==> src/rtl/ttt_event_router_pkg.sv <==
// ---------------------------------------------------------------------------
// ttt_pkg
// Shared types and helpers for the TTT event router.
//   router_state_t : sequencer states (IDLE, SCAN, ROUTE, DONE)
//   event_sign     : maps a {start, stop} pair to +1 / -1 / 0
//   sat_add        : signed add clamped to the range of a given bit width
// ---------------------------------------------------------------------------
package ttt_pkg;

    localparam int DEF_NUM_PROCESSORS  = 10;
    localparam int DEF_NEW_TOKENS_BITS = 4;

    typedef enum logic [1:0] {
        ST_IDLE  = 2'd0,
        ST_SCAN  = 2'd1,
        ST_ROUTE = 2'd2,
        ST_DONE  = 2'd3
    } router_state_t;

    // {start, stop}: a lone start pushes a token, a lone stop pulls one,
    // both or neither cancel out and the source contributes nothing.
    function automatic logic signed [1:0] event_sign(input logic [1:0] ev);
        logic signed [1:0] sign_s;
        case (ev)
            2'b10:   sign_s = 2'sb01;
            2'b01:   sign_s = 2'sb11;
            default: sign_s = 2'sb00;
        endcase
        return sign_s;
    endfunction

    // Result is clamped to [-2^(width-1), 2^(width-1)-1]; the caller
    // truncates the returned int back to width bits.
    function automatic int sat_add(input int a, input int b, input int width);
        int sum_s;
        int max_s;
        int min_s;
        sum_s = a + b;
        max_s = (32'sd1 <<< (width - 1)) - 32'sd1;
        min_s = -max_s - 32'sd1;
        if (sum_s > max_s) begin
            return max_s;
        end else if (sum_s < min_s) begin
            return min_s;
        end else begin
            return sum_s;
        end
    endfunction

endpackage

==> src/rtl/ttt_event_router_if.sv <==
// ---------------------------------------------------------------------------
// ttt_event_router_if
// Lookup bus between the router and the external connection table.
//   src_idx     : source whose fan-out range is being queried (router out)
//   range_start : first connection entry of that source (table out, comb)
//   range_stop  : one past the last entry (table out, comb)
//   conn_idx    : connection entry being routed (router out)
//   conn_tgt    : target processor of conn_idx (table out, comb)
//   conn_is_bad : entry carries bad tokens when set (table out, comb)
// master = router side, slave = table side.
// ---------------------------------------------------------------------------
interface ttt_event_router_if #(
    parameter int IDX_BITS  = 4,
    parameter int CONN_BITS = 8
);
    logic [IDX_BITS-1:0]  src_idx;
    logic [CONN_BITS-1:0] range_start;
    logic [CONN_BITS-1:0] range_stop;
    logic [CONN_BITS-1:0] conn_idx;
    logic [IDX_BITS-1:0]  conn_tgt;
    logic                 conn_is_bad;

    modport master (
        output src_idx,
        output conn_idx,
        input  range_start,
        input  range_stop,
        input  conn_tgt,
        input  conn_is_bad
    );

    modport slave (
        input  src_idx,
        input  conn_idx,
        output range_start,
        output range_stop,
        output conn_tgt,
        output conn_is_bad
    );
endinterface

==> src/rtl/ttt_token_accumulator.sv <==
// ---------------------------------------------------------------------------
// ttt_token_accumulator
// Bank of NUM saturating signed token counters.
//   clk, reset : clock, asynchronous active-high reset
//   clear      : zero every counter (wins over add_en)
//   add_en     : add add_val to counter add_idx this cycle
//   add_idx    : target counter; indices >= NUM are silently dropped
//   add_val    : signed delta (-1, 0, +1)
//   tokens     : registered counter values
// ---------------------------------------------------------------------------
module ttt_token_accumulator
    import ttt_pkg::*;
#(
    parameter int NUM        = 10,
    parameter int TOKEN_BITS = 4,
    parameter int IDX_BITS   = 4
) (
    input  logic                         clk,
    input  logic                         reset,
    input  logic                         clear,
    input  logic                         add_en,
    input  logic [IDX_BITS-1:0]          add_idx,
    input  logic signed [1:0]            add_val,
    output logic signed [TOKEN_BITS-1:0] tokens [NUM]
);

    logic idx_ok_s;

    // Out-of-range targets are dropped rather than aliased onto a counter.
    always_comb begin
        idx_ok_s = 1'b0;
        if (32'(add_idx) < NUM) begin
            idx_ok_s = 1'b1;
        end else begin
            idx_ok_s = 1'b0;
        end
    end

    // Counter bank: clear on pass start, saturating update on each routed entry.
    always_ff @(posedge clk or posedge reset) begin
        if (reset) begin
            for (int i = 0; i < NUM; i++) begin
                tokens[i] <= '0;
            end
        end else if (clear) begin
            for (int i = 0; i < NUM; i++) begin
                tokens[i] <= '0;
            end
        end else if (add_en && idx_ok_s) begin
            tokens[add_idx] <= TOKEN_BITS'(sat_add(32'(tokens[add_idx]), 32'(add_val), TOKEN_BITS));
        end
    end

endmodule

==> src/rtl/ttt_event_router.sv <==
// ---------------------------------------------------------------------------
// ttt_event_router
// Per-pass sequencer: scans every processor's {start, stop} event, walks each
// active source's fan-out range in the connection table one entry per cycle,
// and accumulates saturating good/bad token deltas per target processor.
//   clk, reset      : clock, asynchronous active-high reset
//   go              : start a pass (honoured only while idle)
//   tstartstop      : {start, stop} per processor, captured on accepted go
//   tbl             : connection-table lookup bus (master side)
//   new_good_tokens : per-target good delta, valid when done = 1
//   new_bad_tokens  : per-target bad delta, valid when done = 1
//   busy            : pass in progress (SCAN, ROUTE, DONE)
//   done            : one-cycle pulse at pass end
//   enable          : high while idle so processors may advance
// ---------------------------------------------------------------------------
module ttt_event_router
    import ttt_pkg::*;
#(
    parameter int NUM_PROCESSORS  = DEF_NUM_PROCESSORS,
    parameter int NEW_TOKENS_BITS = DEF_NEW_TOKENS_BITS,
    parameter int IDX_BITS        = $clog2(NUM_PROCESSORS),
    parameter int CONN_BITS       = 2 * IDX_BITS
) (
    input  logic                              clk,
    input  logic                              reset,
    input  logic                              go,
    input  logic [1:0]                        tstartstop [NUM_PROCESSORS],
    ttt_event_router_if.master                tbl,
    output logic signed [NEW_TOKENS_BITS-1:0] new_good_tokens [NUM_PROCESSORS],
    output logic signed [NEW_TOKENS_BITS-1:0] new_bad_tokens  [NUM_PROCESSORS],
    output logic                              busy,
    output logic                              done,
    output logic                              enable
);

    localparam logic [IDX_BITS-1:0]  IDX_ONE  = IDX_BITS'(1);
    localparam logic [IDX_BITS-1:0]  IDX_LAST = IDX_BITS'(NUM_PROCESSORS - 1);
    localparam logic [CONN_BITS-1:0] CONN_ONE = CONN_BITS'(1);

    router_state_t         state_r;
    logic [1:0]            events_r [NUM_PROCESSORS];
    logic [IDX_BITS-1:0]   src_idx_r;
    logic [CONN_BITS-1:0]  conn_idx_r;
    logic [CONN_BITS-1:0]  stop_r;
    logic signed [1:0]     sign_r;
    logic                  busy_r;
    logic                  done_r;
    logic                  enable_r;

    logic signed [1:0]     scan_sign_s;
    logic                  scan_hit_s;
    logic                  last_src_s;
    logic                  last_conn_s;
    logic                  clear_s;
    logic                  add_good_s;
    logic                  add_bad_s;

    // Decode of the current source/entry; events come from the captured copy
    // so mid-pass changes on tstartstop cannot leak in.
    always_comb begin
        scan_sign_s = event_sign(events_r[src_idx_r]);
        scan_hit_s  = 1'b0;
        if ((scan_sign_s != 2'sb00) && (tbl.range_start < tbl.range_stop)) begin
            scan_hit_s = 1'b1;
        end else begin
            scan_hit_s = 1'b0;
        end
        last_src_s  = (src_idx_r == IDX_LAST);
        last_conn_s = (conn_idx_r == (stop_r - CONN_ONE));
        clear_s     = (state_r == ST_IDLE) && go;
        add_good_s  = (state_r == ST_ROUTE) && !tbl.conn_is_bad;
        add_bad_s   = (state_r == ST_ROUTE) && tbl.conn_is_bad;
    end

    // Pass sequencer with registered status outputs.
    always_ff @(posedge clk or posedge reset) begin
        if (reset) begin
            state_r    <= ST_IDLE;
            src_idx_r  <= '0;
            conn_idx_r <= '0;
            stop_r     <= '0;
            sign_r     <= 2'sb00;
            busy_r     <= 1'b0;
            done_r     <= 1'b0;
            enable_r   <= 1'b1;
            for (int i = 0; i < NUM_PROCESSORS; i++) begin
                events_r[i] <= 2'b00;
            end
        end else begin
            case (state_r)
                ST_IDLE: begin
                    if (go) begin
                        for (int i = 0; i < NUM_PROCESSORS; i++) begin
                            events_r[i] <= tstartstop[i];
                        end
                        src_idx_r <= '0;
                        state_r   <= ST_SCAN;
                        busy_r    <= 1'b1;
                        enable_r  <= 1'b0;
                    end
                end
                ST_SCAN: begin
                    if (scan_hit_s) begin
                        conn_idx_r <= tbl.range_start;
                        stop_r     <= tbl.range_stop;
                        sign_r     <= scan_sign_s;
                        state_r    <= ST_ROUTE;
                    end else if (last_src_s) begin
                        state_r <= ST_DONE;
                        done_r  <= 1'b1;
                    end else begin
                        src_idx_r <= src_idx_r + IDX_ONE;
                    end
                end
                ST_ROUTE: begin
                    // The last entry of a range hands straight over to the
                    // next source's SCAN cycle (or DONE) without an idle gap.
                    if (!last_conn_s) begin
                        conn_idx_r <= conn_idx_r + CONN_ONE;
                    end else if (last_src_s) begin
                        state_r <= ST_DONE;
                        done_r  <= 1'b1;
                    end else begin
                        src_idx_r <= src_idx_r + IDX_ONE;
                        state_r   <= ST_SCAN;
                    end
                end
                ST_DONE: begin
                    state_r  <= ST_IDLE;
                    done_r   <= 1'b0;
                    busy_r   <= 1'b0;
                    enable_r <= 1'b1;
                end
                default: begin
                    state_r  <= ST_IDLE;
                    done_r   <= 1'b0;
                    busy_r   <= 1'b0;
                    enable_r <= 1'b1;
                end
            endcase
        end
    end

    assign tbl.src_idx  = src_idx_r;
    assign tbl.conn_idx = conn_idx_r;
    assign busy         = busy_r;
    assign done         = done_r;
    assign enable       = enable_r;

    ttt_token_accumulator #(
        .NUM        (NUM_PROCESSORS),
        .TOKEN_BITS (NEW_TOKENS_BITS),
        .IDX_BITS   (IDX_BITS)
    ) u_good_acc (
        .clk     (clk),
        .reset   (reset),
        .clear   (clear_s),
        .add_en  (add_good_s),
        .add_idx (tbl.conn_tgt),
        .add_val (sign_r),
        .tokens  (new_good_tokens)
    );

    ttt_token_accumulator #(
        .NUM        (NUM_PROCESSORS),
        .TOKEN_BITS (NEW_TOKENS_BITS),
        .IDX_BITS   (IDX_BITS)
    ) u_bad_acc (
        .clk     (clk),
        .reset   (reset),
        .clear   (clear_s),
        .add_en  (add_bad_s),
        .add_idx (tbl.conn_tgt),
        .add_val (sign_r),
        .tokens  (new_bad_tokens)
    );

endmodule

==> src/flat_wrapper.sv <==
// flat-port wrapper written by rule: the top's interface ports become plain ports
module ttt_event_router_flat import ttt_pkg::*;
#(
    parameter int NUM_PROCESSORS  = DEF_NUM_PROCESSORS,
    parameter int NEW_TOKENS_BITS = DEF_NEW_TOKENS_BITS,
    parameter int IDX_BITS        = $clog2(NUM_PROCESSORS),
    parameter int CONN_BITS       = 2 * IDX_BITS
)
  (clk, reset, go, tstartstop, new_good_tokens, new_bad_tokens, busy, done, enable, tbl_src_idx, tbl_conn_idx, tbl_range_start, tbl_range_stop, tbl_conn_tgt, tbl_conn_is_bad);
  ttt_event_router_if #(.IDX_BITS(IDX_BITS), .CONN_BITS(CONN_BITS)) tbl_i ();
  input  logic clk;
  input  logic reset;
  input  logic go;
  input  logic [1:0] tstartstop[NUM_PROCESSORS];
  output logic signed [NEW_TOKENS_BITS-1:0] new_good_tokens[NUM_PROCESSORS];
  output logic signed [NEW_TOKENS_BITS-1:0] new_bad_tokens[NUM_PROCESSORS];
  output logic busy;
  output logic done;
  output logic enable;
  output wire logic [$bits(tbl_i.src_idx)-1:0] tbl_src_idx;
  output wire logic [$bits(tbl_i.conn_idx)-1:0] tbl_conn_idx;
  input wire logic [$bits(tbl_i.range_start)-1:0] tbl_range_start;
  input wire logic [$bits(tbl_i.range_stop)-1:0] tbl_range_stop;
  input wire logic [$bits(tbl_i.conn_tgt)-1:0] tbl_conn_tgt;
  input wire logic [$bits(tbl_i.conn_is_bad)-1:0] tbl_conn_is_bad;
  assign tbl_src_idx = tbl_i.src_idx;
  assign tbl_conn_idx = tbl_i.conn_idx;
  assign tbl_i.range_start = tbl_range_start;
  assign tbl_i.range_stop = tbl_range_stop;
  assign tbl_i.conn_tgt = tbl_conn_tgt;
  assign tbl_i.conn_is_bad = tbl_conn_is_bad;
  ttt_event_router #(.NUM_PROCESSORS(NUM_PROCESSORS), .NEW_TOKENS_BITS(NEW_TOKENS_BITS), .IDX_BITS(IDX_BITS), .CONN_BITS(CONN_BITS)) u_core (.clk(clk), .reset(reset), .go(go), .tstartstop(tstartstop), .tbl(tbl_i), .new_good_tokens(new_good_tokens), .new_bad_tokens(new_bad_tokens), .busy(busy), .done(done), .enable(enable));
endmodule
==> config.mk <==
export PLATFORM = sky130hd
export DESIGN_NAME = ttt_event_router_flat
export DESIGN_NICKNAME = d
export VERILOG_FILES = /design/src/rtl/ttt_event_router_pkg.sv /design/src/rtl/ttt_event_router_if.sv /design/src/rtl/ttt_token_accumulator.sv /design/src/rtl/ttt_event_router.sv /design/src/flat_wrapper.sv
export SDC_FILE = /design/constraint.sdc
export NUM_CORES = 1
export LEC_CHECK = 0
export CORE_MARGIN = 3
export CORE_UTILIZATION = 40
export DETAILED_ROUTE_END_ITERATION = 16
export GPL_ROUTABILITY_DRIVEN = 1
export PLACE_DENSITY = 0.69
export SLEW_MARGIN = 10
export SYNTH_ARGS = -nofsm -noshare
export SYNTH_HDL_FRONTEND = slang
export SYNTH_SLANG_ARGS = --single-unit
==> constraint.sdc <==
create_clock -name clk -period 9.9 [get_ports clk]
set_clock_uncertainty 0.2 [all_clocks]
set_input_delay 0.99 -clock clk [delete_from_list [all_inputs] [get_ports clk]]
set_output_delay 0.99 -clock clk [all_outputs]
set_load 0.03 [all_outputs]
==> metrics.yaml <==
timing:
  period_minus_slack_ns: 5.515
  timing_hold_violations_final: 0
  worst_pin_slew_ns: 1.116
  slew_violations: 0
  fin_tns_setup_ns: 0
  finalHoldWorstSlack_ns: 0.2754
  max_slew_margin: 0.2344
  clock.fmax_ghz: 0.1813
  finalSetupViolCount: 0
  rsz0062_at_grt: "no"
  post-route-period-util: 0.5571
die:
  core_sq_um: 17420
  initial_core_util: 0.4114
  die_area_sq_um: 19550
  io_pins: 139
  die_h_um: 139.8
  rows: 48
  die_width_um: 139.8
clocking:
  cts_resized: 0
  root_buffer: "clkbuf_16"
  cts_num_sinks: 127
  cts_tree: "yes"
  cts_hold_buf: 0
  clk_pin_slew_ns: 0.06
  post_cts_buffers: 0
  cts_max_level: 4
  cts_max_path_buffers: 2
  cts_buffers: 17
  clk_latency_ns: 0.42
route:
  viasPerCell: 5.560
  first_pass_iters: 5
  postRouteAntennaNets: 0
  drc: 0
  drt_iter0_drc: 464
  wire_per_inst_um: 18.41
  vias: 6088
  wl_um: 20160
synth:
  synth_top_cells_by_area: "dfrtp_1 (44%), mux4_2 (5.7%), nor2_1 (5.5%)"
  syn-num-nets: 806
  synth_cells: 735
  ys_ff_latch: 127
  avgSynthCellArea_sq_um: 9.747
  ys.flop_type: "dfrtp_1"
  yosysSeqAreaShare: 0.4438
  synthArstFlopShare: 1.000
  yosys.area.top_type: "dfrtp_1"
  netlist-cell-type-count: 55
  yosysWarnings: 0
  synth_area_sq_um: 7164
  yosysTopAreaCellShare: 0.4401
  synth_edf_count: 0
critical_path:
  cp-start-kind: "input port"
  max_stage_delay_ns: 1.02
  worst-r2r-cell-count: 10
  path_class: "input port to register"
  crit_buf_inv: 3
  crit_path_frequent_cell: "inv_1"
  path_cells: "clkdlybuf4s50_1 > nor2_1 > a22oi_1 > o21ai_0 > ha_1 > inv_1 > fa_1 > nor2b_1 > nor3_1 > mux2i_1 > inv_1 > maj3_1 > a211oi_1"
  crit_path_end_kind: "register"
  cp.depth: 13
  crit_arrival_ns: 5.62
  cp_max_fo: 23
  crit_required_ns: 10.01
  path_delay_family: "buffers and inverters"
  cpMaxStageDelayCell: "clkdlybuf4s50_1"
global_routing:
  grt_max_degree: 100
  antenna_found_initial: 0
  grt_pass1_vias: 6083
  grt.overflow.total: 0
  grt_pass1_wl_um: 33030
  grt_use_total: 0.2107
finish:
  finish.utilization: 0.5363
  layout-drive-gt1-share: 0.09655
  seq_area_sq_um: 3179
  finalNetCount: 928
  design_area_sq_um: 9340
  layout_common_cells: "clkdlybuf4s50_1 (137), dfrtp_1 (126), nor2_1 (105)"
  multi_input_area_sq_um: 3715
  syn_to_final_growth_pct: 30.37
  final_common_cell: "clkdlybuf4s50_1"
  fillers: 1574
  diodes: 0
worst_hold_path:
  holdPathStages: 1
  hp-class: "register to register"
placement:
  hpwl_um: 13900
  placed_cell_area_sq_um: 8693
  place_congestion: 0.8564
  portBuffers: 138
pwr:
  p_leak_nw: 3.976
  power_mw: 2.764
  ir_drop_uv: 175.6
  power_density_nw_per_um2: 295.9
run:
  cap_violations: 0
run_status:
  status: "complete, no violations"
-- through the flow --
step | setup WS [ns] | std cells
after CTS | 4.474 | 1095
after global placement | 4.175 | 1063
after global routing | 3.973 | 1095
after floorplan | 5.327 | 735
final | 4.385 | 1095
after detailed placement | 4.002 | 1063
-- sequential cells by signal (all words and copies together), names as in the netlist --
signal	cells
u_core.u_bad_acc.tokens	40
u_core.u_good_acc.tokens	40
u_core.events_r	20
u_core.tbl.conn_idx	8
u_core.state_r	2
u_core.enable	1
u_core.tbl.src_idx	4
u_core.busy	1
u_core.done	1
u_core.stop_r	8
u_core.sign_r	2
-- worst paths after layout --
check	startpoint	to	slack, ns
max	tbl_conn_tgt[1]	u_core.u_bad_acc.tokens[17]	4.38
min	u_core.busy	u_core.busy	0.28
max reg2reg	u_core.tbl.src_idx[0]	u_core.tbl.conn_idx[6]	5.60
min reg2reg	u_core.busy	u_core.busy	0.28
max in group asynchronous	reset	u_core.u_good_acc.tokens[28]	7.23
min in group asynchronous	reset	u_core.stop_r[3]	0.86
-- power by group --
group | switching (mW) | internal, mW
Combinational | 0.724 | 0.509
Clock | 0.261 | 0.431
Sequential | 0.171 | 0.668
-- cells in the mapped netlist (6+ instances only) --
cell type / n
a211oi_1: 49
a21oi_1: 20
a22oi_1: 9
buf_2: 7
clkbuf_1: 30
dfrtp_1: 126
ha_1: 25
inv_1: 28
maj3_1: 6
mux2_2: 17
mux2i_1: 37
mux4_2: 18
nand2_1: 96
nand2b_1: 12
nand3_1: 9
nor2_1: 105
nor2b_1: 9
nor3_1: 29
o21ai_0: 25
o22ai_1: 7
or3_1: 8
xnor2_1: 9
-- cells by family (layout without fill, tap and decap cells) --
group	Yosys count	in the layout	share of synthesized area
simple gates	289	289	0.1809
compound gates	133	133	0.1289
flops	127	127	0.4438
mux	72	72	0.1350
buf+inv	68	203	0.03790
fa+ha+maj	33	33	0.05763
xor+xnor	13	13	0.01589
-- layout make-up --
type | count | area share
Timing Repair Buffer | 142 | 0.1506
Sequential cell | 127 | 0.3404
Multi-Input combinational cell | 540 | 0.3977
Inverter | 29 | 0.01192
Tap cell | 225 | 0.03014
Clock buffer | 17 | 0.04555
Clock inverter | 15 | 0.02371
-- layer usage --
layer	share of wire	GRT usage	wire, um	vias up
li1	-	-	-	2862
met1	0.45	0.2930	8986	2970
met2	0.47	0.3332	9525	238
met3	0.073	0.05876	1462	18
met4	0.0091	0.04284	183	0
met5	0	0	0	-
(Power assumes the default switching activity.)
